--- src/rtl/wbdbgbus_pkg.sv ---
// Shared debug-bus definitions: command word width, opcodes and default queue depth.
package wbdbgbus_pkg;

    localparam int unsigned CMD_WIDTH     = 36;
    localparam int unsigned OPCODE_WIDTH  = 4;
    localparam int unsigned PAYLOAD_WIDTH = CMD_WIDTH - OPCODE_WIDTH;
    localparam int unsigned CMD_DEPTH     = 16;

    typedef enum logic [OPCODE_WIDTH-1:0] {
        OP_INT_1 = 4'b1000,
        OP_INT_2 = 4'b1001,
        OP_INT_3 = 4'b1010,
        OP_INT_4 = 4'b1011,
        OP_RESET = 4'b1111
    } opcode_e;

    typedef struct packed {
        logic [OPCODE_WIDTH-1:0]  opcode;
        logic [PAYLOAD_WIDTH-1:0] payload;
    } cmd_word_t;

endpackage

--- src/rtl/wbdbgbus_cmd_fifo.sv ---
// First-word-fall-through command/response queue with occupancy, sticky overflow and flush.
module wbdbgbus_cmd_fifo
    import wbdbgbus_pkg::CMD_WIDTH;
#(
    parameter int unsigned WIDTH = CMD_WIDTH,
    parameter int unsigned DEPTH = 16
) (
    input  logic                       i_clk,
    input  logic                       i_rst_n,
    input  logic                       i_flush,
    input  logic                       i_wr_valid,
    output logic                       o_wr_ready,
    input  logic [WIDTH-1:0]           i_wr_data,
    output logic                       o_rd_valid,
    input  logic                       i_rd_ready,
    output logic [WIDTH-1:0]           o_rd_data,
    output logic [$clog2(DEPTH):0]     o_count,
    output logic                       o_full,
    output logic                       o_empty,
    output logic                       o_overflow
);

    localparam int unsigned AW = $clog2(DEPTH);
    localparam int unsigned CW = AW + 1;

    generate
        if ((DEPTH < 2) || ((DEPTH & (DEPTH - 1)) != 0)) begin : g_bad_depth
            $error("wbdbgbus_cmd_fifo: DEPTH must be a power of two >= 2");
        end
    endgenerate

    logic [WIDTH-1:0] r_mem [DEPTH];
    logic [AW-1:0]    r_wr_ptr;
    logic [AW-1:0]    r_rd_ptr;
    logic [CW-1:0]    r_count;
    logic             r_overflow;

    logic w_full;
    logic w_empty;
    logic w_wr_fire;
    logic w_rd_fire;

    // Full/empty come from the count register only, so o_wr_ready never sees i_rd_ready.
    assign w_full    = (r_count == CW'(DEPTH));
    assign w_empty   = (r_count == CW'(0));
    assign w_wr_fire = i_wr_valid & ~w_full  & ~i_flush;
    assign w_rd_fire = i_rd_ready & ~w_empty & ~i_flush;

    // Storage carries no reset; contents are only meaningful below the count.
    always_ff @(posedge i_clk) begin
        if (w_wr_fire) begin
            r_mem[r_wr_ptr] <= i_wr_data;
        end
    end

    always_ff @(posedge i_clk or negedge i_rst_n) begin
        if (!i_rst_n) begin
            r_wr_ptr   <= AW'(0);
            r_rd_ptr   <= AW'(0);
            r_count    <= CW'(0);
            r_overflow <= 1'b0;
        end else if (i_flush) begin
            r_wr_ptr   <= AW'(0);
            r_rd_ptr   <= AW'(0);
            r_count    <= CW'(0);
            r_overflow <= 1'b0;
        end else begin
            if (w_wr_fire) begin
                r_wr_ptr <= r_wr_ptr + AW'(1);
            end
            if (w_rd_fire) begin
                r_rd_ptr <= r_rd_ptr + AW'(1);
            end
            case ({w_wr_fire, w_rd_fire})
                2'b10:   r_count <= r_count + CW'(1);
                2'b01:   r_count <= r_count - CW'(1);
                default: r_count <= r_count;
            endcase
            if (i_wr_valid && w_full) begin
                r_overflow <= 1'b1;
            end
        end
    end

    assign o_wr_ready = ~w_full;
    assign o_rd_valid = ~w_empty;
    assign o_rd_data  = r_mem[r_rd_ptr];
    assign o_count    = r_count;
    assign o_full     = w_full;
    assign o_empty    = w_empty;
    assign o_overflow = r_overflow;

endmodule

--- config.mk ---
export PLATFORM = sky130hd
export DESIGN_NAME = wbdbgbus_cmd_fifo
export DESIGN_NICKNAME = d
export VERILOG_FILES = /design/src/rtl/wbdbgbus_pkg.sv /design/src/rtl/wbdbgbus_cmd_fifo.sv
export SDC_FILE = /design/constraint.sdc
export NUM_CORES = 1
export LEC_CHECK = 0
export CORE_MARGIN = 2
export CORE_UTILIZATION = 61
export DETAILED_ROUTE_END_ITERATION = 10
export GPL_TIMING_DRIVEN = 0
export PLACE_DENSITY_LB_ADDON = 0.12
export SLEW_MARGIN = 30
export SYNTH_ARGS = -nofsm -noshare
export SYNTH_HDL_FRONTEND = slang
export SYNTH_SLANG_ARGS = --single-unit
--- constraint.sdc ---
create_clock -name i_clk -period 12.3 [get_ports i_clk]
set_input_delay 3.69 -clock i_clk [delete_from_list [all_inputs] [get_ports i_clk]]
set_output_delay 3.69 -clock i_clk [all_outputs]
set_load 0.02 [all_outputs]
==> metrics.cfg <==
[global_routing]
grt_max_degree=20
grt_pass1_vias=12500
grt-ovfl-total=0
track_usage=0.273
grt_pass1_wl_um=76800
antenna_found_initial=3

[synthesis]
yosys-mux-area-fraction=0.138
yosys_register_bits=590
synth.area.top_cells=edfxtp_1 75%, mux4_2 7.1%, mux2i_1 4.7%
synth_compound_area_frac=0.0532
yosys_warnings=0
synth-simple-area-share=0.0188
syn_avg_cell_area_um2=19.3
synthCells=1193
synth-xor-area-share=0.00305
seq_area_frac_synth=0.767
yosys.area.top_type=edfxtp_1
synth_top_cell_area_share=0.752
synth_top_family_by_area=multiplexers
netlist_area_mm2=0.0230
synth_cell_types=41
synthAdderAreaFrac=0.00522
syn-num-nets=1243

[power_and_ir_drop]
p_leak_nw=8.82
total_power_w=0.00501
irDropWorstVdd_mv=0.142
p_per_area_mw_per_mm2=184

[timing]
fmax_mhz=140
slew_violations=0
fin_skew_ns=0.0147
setup_viol=0
finalCritPeriodShare=0.582
rsz0062_at_grt=false
min_period_ns=7.16
tightestPinTransition_ns=0.922
relSlewSlack=0.385
hold_viol=0

[floorplan]
die_height_um=198
rows=71
initial_utilization=0.615
die_area_mm2=0.0393
coreArea_mm2=0.0374
die_width_um=198
io_pins=87

[drt]
vias=12200
drc_errors=0
drt-pass1-iter-count=5
wirelength_um=51700
post_drt_wl_per_cell_um=26.3
drtIter0Drc=1219
routed_via_density=6.19
detail-route-antenna-nets=0

[clock_network]
cts_num_sinks=590
cts-htree-levels=2
cts_setup_buffers=0
cts_root_buf=clkbuf_16
cts_resized=0
clockBufferDepth=3
cts_tree=done
clk_latency_ns=0.60
cts.hold.buffers_added=0
cts_buffers=56
clkTransAtPathRegs_ns=0.06

[setup_path]
worst-r2r-cell-count=9
endpoint_kind=primary output
path_buf_inv=4
worstPathArrival_ns=3.47
cpMaxStageDelayCell=clkdlybuf4s50_1
path_depth=8
crit_type=reg2out
slowest_delay_ns=0.61
cpMostUsedCell=buf_4
path_cells=buf_2, buf_4, buf_4, mux2i_1, a221oi_1, o21ai_0, nand2_1, clkdlybuf4s50_1
path_max_fanout=10
critPathTopFamily=buffers and inverters
crit_path_start_kind=register
required_ns=8.61

[cells_and_area]
mostFrequentLayoutCells=576 x edfxtp_1, 109 x mux2i_1, 85 x clkdlybuf4s50_1, 72 x mux4_2, 65 x o21ai_0
fill_cells=2235
drive_above_1_share=0.209
fin_nets=1462
seq_area_mm2=0.0176
area_delta_synth_final_pct=18.2
final_common_cell=edfxtp_1
stdcell_area_mm2=0.0272
multi_input_area_mm2=0.00512

[placement]
routabilityCongestion=0.755
place_hpwl_um=34600
io_buffers=85
placedInstanceArea_mm2=0.0254

[status]
status=complete, no violations

[run]
cap_violations=0

[min_path]
hold_path_depth=2
min_path_type=reg2reg

[sequential cells by signal, summed over array words and instances, names as in the netlist]
name,count
r_mem,576
r_wr_ptr,4
o_overflow,1
o_count,5
r_rd_ptr,4
[final cells by class]
| type | count | area share |
|---|---|---|
| clock buffers | 77 | 0.0578 |
| multi-input cells | 531 | 0.188 |
| diodes | 2 | 0.000184 |
| inverters | 8 | 0.00110 |
| repair buffers | 161 | 0.0612 |
| flip-flops and latches | 590 | 0.649 |
| clock inverters | 27 | 0.00773 |
| plain buffers | 64 | 0.0110 |
| well taps | 511 | 0.0235 |
[worst paths after layout]
kind / start / endpoint / slack (ns)
setup / recovery: r_rd_ptr[0] / o_rd_data[1] / 5.14
hold / removal: o_overflow / o_overflow / 0.51
setup reg to reg: o_count[1] / o_count[4] / 9.17
hold reg to reg: o_overflow / o_overflow / 0.51
max in group asynchronous: i_rst_n / r_rd_ptr[0] / 8.34
min in group asynchronous: i_rst_n / o_count[3] / 3.52
[worst reg2reg max path: stages, from the launching register on]
cell and delay, ns:
dfrtp_1 0.44, nor4_2 0.51, a21boi_1 0.31, or3_1 0.41, fa_1 0.41, nand2b_1 0.16, a21oi_1 0.34, mux2i_1 0.25
a32oi_1 0.07, a21oi_1 0.16
[logic make-up after synthesis]
| logic type | Yosys count |
|---|---|
| flip-flops | 590 |
| AO/OA/AOI/OAI | 195 |
| buffers and inverters | 72 |
| AND/OR/NAND/NOR | 97 |
| XOR/XNOR | 8 |
| multiplexers | 222 |
| adder cells (fa/ha/maj) | 9 |
[power breakdown]
group | switching, W | internal [W] | total, W
clock | 0.000708 | 0.000954 | 0.00166
combinational | 0.000581 | 0.000512 | 0.00109
sequential | 0.0000201 | 0.00224 | 0.00226
[through the flow]
stage               TNS, ns  std cells  utilization  setup slack, ns  hold slack [ns]
global placement     -52.42       1789        0.655           -0.572            0.485
CTS                       0       1969        0.727             5.14            0.514
finish                    0       1971        0.727             5.14            0.513
detailed placement        0       1865        0.679             5.76            0.497
floorplan                 0       1193            -             4.19            0.556
global route              0       1971        0.727             5.04            0.538
[cells in the mapped netlist (all sizes together)]
| library cell | number |
|---|---|
| fa | 1 |
| nor4 | 4 |
| xnor2 | 2 |
| or3 | 2 |
| nand3b | 1 |
| buf | 26 |
| nor2 | 23 |
| dfrtp | 14 |
| or4 | 1 |
| a22oi | 36 |
| mux2i | 109 |
| a31oi | 1 |
| a21oi | 42 |
| or3b | 1 |
| ha | 8 |
| and2 | 1 |
| o22ai | 1 |
| xor2 | 6 |
| nand4 | 1 |
| a21o | 2 |
| mux2 | 41 |
| mux4 | 72 |
| nor2b | 2 |
| a32oi | 1 |
| a21boi | 3 |
| edfxtp | 576 |
| a221oi | 36 |
| nor3 | 5 |
| nand2 | 50 |
| inv | 8 |
| nand3 | 2 |
| nand2b | 4 |
| o21ai | 73 |
| clkbuf | 38 |
[metal layers]
layer	routed length (um)	GRT usage	share of wire
met1	20900	0.372	0.40
met2	26600	0.465	0.51
met3	3150	0.0359	0.061
met4	1090	0.0835	0.021
met5	14	0	0.00027
Power figures use the tool's default switching activity.
